<file path="config.mk">
export PLATFORM = sky130hd
export DESIGN_NAME = pic_priority_resolver
export DESIGN_NICKNAME = d
export VERILOG_FILES = /design/src/rtl/pic_priority_resolver.sv
export SDC_FILE = /design/constraint.sdc
export NUM_CORES = 1
export LEC_CHECK = 0
export BUFFER_PORTS_ARGS = -buffer_cell sky130_fd_sc_hd__buf_4
export CORE_AREA = 2 2 87 64
export DETAILED_ROUTE_END_ITERATION = 8
export DIE_AREA = 0 0 89 66
export PLACE_DENSITY = 0.72
export RECOVER_POWER = 25
export SETUP_SLACK_MARGIN = 0.2
export SYNTH_ARGS = -nofsm -noshare
export SYNTH_HDL_FRONTEND = slang
export SYNTH_SLANG_ARGS = --single-unit
</file>
<file path="constraint.sdc">
create_clock -name CLK -period 2.8 [get_ports CLK]
set_clock_uncertainty 0.15 [all_clocks]
set_input_delay 0.42 -clock CLK [delete_from_list [all_inputs] [get_ports CLK]]
set_output_delay 0.42 -clock CLK [all_outputs]
set_load 0.02 [all_outputs]
</file>
<file path="src/rtl/pic_priority_resolver.sv">
// 8259-style interrupt priority resolver: IRR/ISR ownership, rotating priority and INTA sequencing.
// Optional PIC_ROTATE_EN enables EOI rotation, SET_PRIO and AEOI rotation; otherwise IR0 is fixed highest.
module pic_priority_resolver #(
  parameter int unsigned SYNC_STAGES    = 2,
  parameter int unsigned SPURIOUS_LEVEL = 7
) (
  input  logic       CLK,
  input  logic       RST,
  input  logic [7:0] IR,
  input  logic       LEVEL_TRIG,
  input  logic [7:0] IMR,
  input  logic       AEOI,
  input  logic       INTA1_PULSE,
  input  logic       INTA2_PULSE,
  input  logic       EOI_CMD,
  input  logic       EOI_SPECIFIC,
  input  logic       EOI_ROTATE,
  input  logic [2:0] EOI_LEVEL,
  input  logic       SET_PRIO,
  input  logic [2:0] PRIO_LEVEL,
  output logic       INT,
  output logic [2:0] VECTOR_NUM,
  output logic       VECTOR_VALID,
  output logic [7:0] IRR,
  output logic [7:0] ISR,
  output logic       BUSY
);

  typedef enum logic [1:0] {StIdle, StPend, StAck} state_e;

  state_e     r_state, w_state_d;
  logic [7:0] r_sync [SYNC_STAGES];
  logic [7:0] w_irs, r_irs_prev;
  logic [7:0] r_irr, w_irr_d;
  logic [7:0] r_isr, w_isr_d;
  logic [2:0] r_win, w_win_d;
  logic       r_spur, w_spur_d;
  logic [2:0] r_vec, w_vec_d;
  logic       r_vvalid, w_vvalid_d;
  logic [2:0] w_lp;

  logic [3:0] w_cand, w_isr_top;
  logic [2:0] w_cand_rank, w_isr_rank;
  logic       w_elig;
  logic [7:0] w_inta1_sel, w_aeoi_clr, w_eoi_clr;
  logic       w_aeoi_rot, w_eoi_hit;
  logic [2:0] w_eoi_lvl;

  // Returns {found, level} of the highest-priority set bit, scanning LP+1 .. LP+8.
  function automatic logic [3:0] f_pick(input logic [7:0] v, input logic [2:0] lp);
    logic [3:0] res;
    logic [2:0] lvl;
    res = 4'b0;
    for (int k = 7; k >= 0; k--) begin
      lvl = lp + 3'd1 + 3'(k);
      if (v[lvl]) res = {1'b1, lvl};
    end
    return res;
  endfunction

  always_ff @(posedge CLK or posedge RST) begin
    if (RST) begin
      for (int s = 0; s < SYNC_STAGES; s++) r_sync[s] <= 8'h00;
    end else begin
      r_sync[0] <= IR;
      for (int s = 1; s < SYNC_STAGES; s++) r_sync[s] <= r_sync[s-1];
    end
  end

  assign w_irs = r_sync[SYNC_STAGES-1];

  assign w_cand      = f_pick(r_irr & ~IMR, w_lp);
  assign w_isr_top   = f_pick(r_isr, w_lp);
  assign w_cand_rank = w_cand[2:0] - w_lp - 3'd1;
  assign w_isr_rank  = w_isr_top[2:0] - w_lp - 3'd1;
  assign w_elig      = w_cand[3] && (!w_isr_top[3] || (w_cand_rank < w_isr_rank));

  always_comb begin
    w_state_d   = r_state;
    w_win_d     = r_win;
    w_spur_d    = r_spur;
    w_vec_d     = r_vec;
    w_vvalid_d  = 1'b0;
    w_inta1_sel = 8'h00;
    w_aeoi_clr  = 8'h00;
    w_aeoi_rot  = 1'b0;
    unique case (r_state)
      StIdle: if (w_elig) w_state_d = StPend;
      StPend: begin
        if (INTA1_PULSE) begin
          w_state_d = StAck;
          if (w_elig) begin
            w_win_d     = w_cand[2:0];
            w_spur_d    = 1'b0;
            w_inta1_sel = 8'b1 << w_cand[2:0];
          end else begin
            w_win_d  = 3'(SPURIOUS_LEVEL);
            w_spur_d = 1'b1;
          end
        end else if (!w_elig) begin
          w_state_d = StIdle;
        end
      end
      StAck: begin
        if (INTA2_PULSE) begin
          w_state_d  = StIdle;
          w_vec_d    = r_win;
          w_vvalid_d = 1'b1;
          if (AEOI && !r_spur) begin
            w_aeoi_clr = 8'b1 << r_win;
            w_aeoi_rot = 1'b1;
          end
        end
      end
      default: w_state_d = StIdle;
    endcase
  end

  always_comb begin
    w_eoi_clr = 8'h00;
    w_eoi_hit = 1'b0;
    w_eoi_lvl = EOI_LEVEL;
    if (EOI_CMD) begin
      if (EOI_SPECIFIC) begin
        w_eoi_clr = 8'b1 << EOI_LEVEL;
        w_eoi_hit = 1'b1;
      end else if (w_isr_top[3]) begin
        w_eoi_lvl = w_isr_top[2:0];
        w_eoi_clr = 8'b1 << w_isr_top[2:0];
        w_eoi_hit = 1'b1;
      end
    end
  end

  // INTA1 clear beats a same-cycle new edge; INTA1 set beats a same-cycle EOI clear.
  always_comb begin
    if (LEVEL_TRIG) w_irr_d = w_irs & ~w_inta1_sel;
    else            w_irr_d = (r_irr | (w_irs & ~r_irs_prev)) & ~w_inta1_sel;
    w_isr_d = (r_isr & ~w_aeoi_clr & ~w_eoi_clr) | w_inta1_sel;
  end

`ifdef PIC_ROTATE_EN
  logic [2:0] r_lp, w_lp_d;

  always_comb begin
    w_lp_d = r_lp;
    if (w_aeoi_rot)                       w_lp_d = r_win;
    if (EOI_CMD && EOI_ROTATE && w_eoi_hit) w_lp_d = w_eoi_lvl;
    if (SET_PRIO)                         w_lp_d = PRIO_LEVEL;
  end

  always_ff @(posedge CLK or posedge RST) begin
    if (RST) r_lp <= 3'd7;
    else     r_lp <= w_lp_d;
  end

  assign w_lp = r_lp;
`else
  logic w_unused;
  assign w_unused = ^{EOI_ROTATE, SET_PRIO, PRIO_LEVEL, w_aeoi_rot, w_eoi_lvl, w_eoi_hit};
  assign w_lp     = 3'd7;
`endif

  always_ff @(posedge CLK or posedge RST) begin
    if (RST) begin
      r_state    <= StIdle;
      r_irs_prev <= 8'h00;
      r_irr      <= 8'h00;
      r_isr      <= 8'h00;
      r_win      <= 3'd0;
      r_spur     <= 1'b0;
      r_vec      <= 3'd0;
      r_vvalid   <= 1'b0;
    end else begin
      r_state    <= w_state_d;
      r_irs_prev <= w_irs;
      r_irr      <= w_irr_d;
      r_isr      <= w_isr_d;
      r_win      <= w_win_d;
      r_spur     <= w_spur_d;
      r_vec      <= w_vec_d;
      r_vvalid   <= w_vvalid_d;
    end
  end

  assign INT          = (r_state == StPend);
  assign BUSY         = (r_state == StAck);
  assign VECTOR_NUM   = r_vec;
  assign VECTOR_VALID = r_vvalid;
  assign IRR          = r_irr;
  assign ISR          = r_isr;

endmodule

</file>
Word level (Yosys, flattened, before mapping)
Cells that the tools add are included.
Storage, ports and cells
  register bits: 50
  word-level logic and storage cells: 81
Cells by class
  add/sub/neg operators: 4
  magnitude comparators: 1
  equality and inequality tests: 5
  shifts and indexed selects: 4
  muxes and demuxes: 35
  bitwise operators: 13
  reduce and logical (&&, ||, !) cells: 9
Operator list (count)
  $mux W8: 10
  $mux W4: 16
  $and A8 B8 Y8: 6
  $not A8 Y8: 5
  $shl A1 B3 Y8 const A: 4
  $or A8 B8 Y8: 2
  $mux W2: 4
  $pmux W2 S3: 1
  $sub A3 B1 Y3 const B: 2
  $sub A3 B3 Y3 const B: 2
  $ne A2 B2 Y1 const B: 2
  $reduce_and A2 Y1: 2
  $lt A3 B3 Y1: 1
  $mux W1: 3
  $mux W3: 1
  $ne A3 B3 Y1 const B: 1
  $reduce_and A3 Y1: 1
  $eq A2 B1 Y1 const B: 1
  $eq A2 B2 Y1 const B: 1
  $logic_and A1 B1 Y1: 2
  $logic_not A1 Y1: 2
  $logic_not A2 Y1: 1
  $logic_or A1 B1 Y1: 1

Logic depth before layout (Yosys ltp)
  depth in word-level cells: 21
  gate-level depth with buffers: 10
  gate-level depth less buffers: 9

Worst setup path after synthesis
OpenSTA, ideal clock, no wires.
  path kind: register -> register
  start point: reg r_isr[0] (netlist: ISR[0])
  end point: reg r_irr[6] (netlist: IRR[6])
  data arrival time: 2.240 ns
  slack: 0.280 ns
  stages on the path, launching flop included: 8
  buffers on the path: 0
  path through: dfrtp_1 > or4_4 > nand2b_1 > ha_1 > a211oi_1 > o21ai_0 > a21oi_4 > a21oi_1
On the way
  word-level cells in the longest chain between the ends: 12
  elaborated cells between the ends (all ways): 14
  those cells by class: add/sub (2); order compare (1); mux (5); bitwise (3); reduce/logical (3)
Ends and longest elaborated chain
  start, declared: RTL line 35  | logic [7:0] r_isr, w_isr_d;
  start signal, assigned: RTL line 178  | r_isr <= w_isr_d;
  $mux W4 (*): RTL line 56  | if (v[lvl]) res = {1'b1, lvl};
  $sub A3 B3 Y3: RTL line 75  | assign w_isr_rank = w_isr_top[2:0] - w_lp - 3'd1;
  $sub A3 B1 Y3: RTL line 75
  $lt A3 B3 Y1: RTL line 76  | assign w_elig = w_cand[3] && (!w_isr_top[3] || (w_cand_rank < w_isr_rank));
  $logic_or A1 B1 Y1 (*): RTL line 76
  $logic_and A1 B1 Y1 (*): RTL line 76
  $mux W8 (*): RTL line 92  | if (w_elig) begin
  $mux W8 (*): RTL line 90  | if (INTA1_PULSE) begin
  $mux W8 (*): RTL line 87  | unique case (r_state)
  $not A8 Y8 (*): RTL line 137, 138
  $and A8 B8 Y8, on equally long branches: RTL line 138, 137
  $mux W8 (*): RTL line 137  | if (LEVEL_TRIG) w_irr_d = w_irs & ~w_inta1_sel;
  named net w_irr_d[6]: RTL line 34  | logic [7:0] r_irr, w_irr_d;
  end signal, assigned: RTL line 177  | r_irr <= w_irr_d;
  end, declared: RTL line 34
Mark *: on every way through the listed nets, which the timed path passes. The rest lies on a longest branch.
A chain may end at the register's enable or synchronous reset.

Worst setup path in the final report
  start point: reg r_isr[3] (netlist: ISR[3])
  end point: reg r_win[1]
On the way
  word-level cells in the longest chain between the ends: 10
  elaborated cells between the ends (all ways): 11
  those cells by class: add/sub (2); order compare (1); mux (5); reduce/logical (3)
Ends and longest elaborated chain
  $mux W4 (*) (4 in series): RTL line 56
  $sub A3 B3 Y3: RTL line 75
  $sub A3 B1 Y3: RTL line 75
  $lt A3 B3 Y1: RTL line 76
  $logic_or A1 B1 Y1 (*): RTL line 76
  $logic_and A1 B1 Y1 (*): RTL line 76
  $mux W3 (*): RTL line 92
  end signal, assigned: RTL line 179  | r_win <= w_win_d;
  end, declared: RTL line 36  | logic [2:0] r_win, w_win_d;
Mark *: on every way between the ends. The rest lies on a longest branch, timed or not.

==> summary.md <==
| Metric | Value |
|---|---|
| Final Slew Violations | 0 |
| Synth area leaders | dfrtp_1 57%, a21oi_1 4.3%, nor2_1 3.6%, a21boi_0 3.1%, nand2_1 2.9% |
| Final min period | about 2600 ps |
| Fmax | 0.389 GHz |
| Max cap viols | 0 |
| Die width | between 80 and 90 microns |
| R2r startpoint | ISR[3] |
| CTS tree | done |
| Crit path launch type | register |
| Nets | about 300 |
| Finished Layout Cells | 334 |
| IO Pins | 54 |
| RSZ-0062 raised after global routing | false |
| Asr flop ratio synth | 100% |
| Area growth syn-to-layout | 29.1% |
| Yosys top cell area share | 57.1% |
| DRT Pass-1 Iters | 4 |
| Vias/cell | around 5.2 |
| Initial antenna violation count | 0 |
| WL/cell | 14.9 microns |
| Core Region | 0.00506 sq mm |
| Clock root buffer | clkbuf_8 |
| Synth area leader | dfrtp_1 |
| Final instance area | 0.00283 sq mm |
| Mapped cell area | 0.00219 sq mm |
| Post-Place Cell Area | 0.00265 sq mm |
| Hold wc startpoint | IR[3] |
| Outcome | finished, final reports clean |
| Ant diodes | 0 |
| CTS sink cnt | 50 |
| Crit end category | register |
| CP max FO | 6 |
| Rel. slew slack | between 60 and 70% |
| DP Wirelength | roughly 3700 microns |
| Antenna-violating nets left | 0 |
| Top FF cell, synth | dfrtp_1 |
| Syn Inst Count | around 200 |
| Most common cell after layout, fill and taps aside | dfrtp_1 |
| First-iteration detailed-routing DRC count | between 150 and 200 |
| Period utilization | between 90 and 100% |
| DIE AREA | between 0.005 and 0.006 sq mm |
| Number of flops mapped to enable cells by yosys | 0 |
| CP arrival | around 2600 ps |
| P_leak | 1.29 nW |
| Initial core utilization | 43.3% |
| WS Path Type | reg2reg |
| GRT Overall Usage | 18.5% |
| Yosys reg bits | 50 |
| Buffers on Ports | 48 |
| Share of cells above drive strength 1 | about 29% |
| Synth Net Count | 237 |
| HP Class | in2reg |
| Via count | 1746 |
| First-pass GRT wire length | between 8000 and 9000 microns |
| Syn. warnings | 0 |
| Worst-Skew Late Latency | roughly 300 ps |
| Largest net degree at the start of global routing | 21 |
| Drc violations | 0 |
| Clock Tree Buf Depth | 2 |
| Register area share after synthesis | 57.1% |
| Worst Tran Pin Value | 586 ps |
| Routability congestion estimate | approximately 0.95 |
| H-tree levels | 2 |
| Post-synthesis cell type count | 43 |
| Clk slew on worst S/H paths | 90 ps |
| CTS Buf Count | 5 |
| Final WL | between 4000 and 5000 microns |
| Vias in the first global route | 1678 |
| Setup-failing EPs final | 0 |
| Height of the die | roughly 66 microns |
| Fin Setup TNS | 0 ps |
| Final hold vios | 0 |
| Site row count | 22 |
| Fin Hold WS | about 85 ps |
| Placed cells | roughly 320 |
| Data required, critical path | ~2800 ps |
| Grt total ovfl | 0 |
| Critical path launch point | ISR[3] |
| Peak supply drop | 415 uV |
| Syn_area_per_cell | roughly 11 sq um |
| Power Density | about 1100 mW/mm^2 |
| Most frequent cells in the layout | 49 x dfrtp_1, 43 x buf_4, 20 x nor2_1 |
worst max-delay path: stages (launching register included):
cell      delay [ps]
dfrtp_2          450
or4_4            560
nand2b_1         170
ha_1             300
a211oi_2         230
o21ai_2          160
o21ai_2          260
o221ai_1         160
power breakdown:
part	switching, mW	internal (mW)
clock	0.242	0.358
sequential	0.146	0.870
combinational	0.778	0.587
total	1.17	1.82
state kept, by name, indices dropped and copies added, names as in the netlist:
name	count
VECTOR_NUM	3
r_win	3
w_irs	8
IRR	8
r_spur	1
r_irs_prev	8
VECTOR_VALID	1
r_state	2
ISR	8
r_sync	8
repair_timing:
item | 4_1_cts | 5_1_grt
buffers inserted | 0 | 1
pin swaps | 1 | 3
endpoints found under the hold margin | 14 | 0
hold buffers | 1 | 0
gates resized for setup | 1 | 5
cloned | 1 | 0
endpoints found under the setup margin | 9 | 20
synthesized netlist by cell type, drive strengths merged (2+ instances only):
cell type	instances
dfrtp	50
a31oi	4
mux2	2
nand2b	6
a21oi	20
nor2	21
inv	8
o21ai	8
a21o	2
ha	2
nand3	2
a21boi	9
nand3b	2
and2	2
a221oi	3
nand2	17
nor2b	9
nor3	6
clkbuf	2
o31ai	4
a32o	5
logic make-up after synthesis:
family	Yosys count	share of synthesized area, %
AOI/OAI and AO/OA	62	20.2
muxes	2	1.03
DFF	50	57.1
buffers and inverters	11	2.23
adders and majority gates	2	1.14
and+or+nand+nor	76	18.3
per-layer routing:
layer / global-route usage (%) / wire length [microns]
met2: 27.2 / 2200
met4: 4.48 / 38
met5: 0 / 0
met1: 27.1 / 2440
met3: 5.24 / 287
worst paths after layout:
check / endpoint / slack, ps / cells after the start
max: r_win[1] / 230 / 7
min: r_sync[11] / 90 / 1
max reg2reg: r_win[1] / 230 / 7
min reg2reg: w_irs[1] / 200 / 0
max in group asynchronous: ISR[3] / 1220 / 4
min in group asynchronous: w_irs[2] / 580 / 3
area by class of cell:
| type | instances | area (sq um) |
|---|---|---|
| clock buffer | 5 | 68.8 |
| clock inverter | 3 | 68.8 |
| fill | 464 | 2240 |
| inverter | 8 | 30.0 |
| multi-input combinational | 143 | 918 |
| sequential | 50 | 1250 |
| tap | 72 | 90.1 |
| timing repair buffer | 53 | 400 |
metrics by stage:
step | utilization [%] | worst slack (ps) | power (mW)
floorplan | - | 280 | 1.89
global placement | 52.2 | 200 | 2.25
detailed placement | 52.2 | 167 | 2.28
CTS | 55.3 | 242 | 2.92
global route | 55.9 | 171 | 3.15
finish | 55.9 | 228 | 2.98
Power figures use the tool's default switching activity.
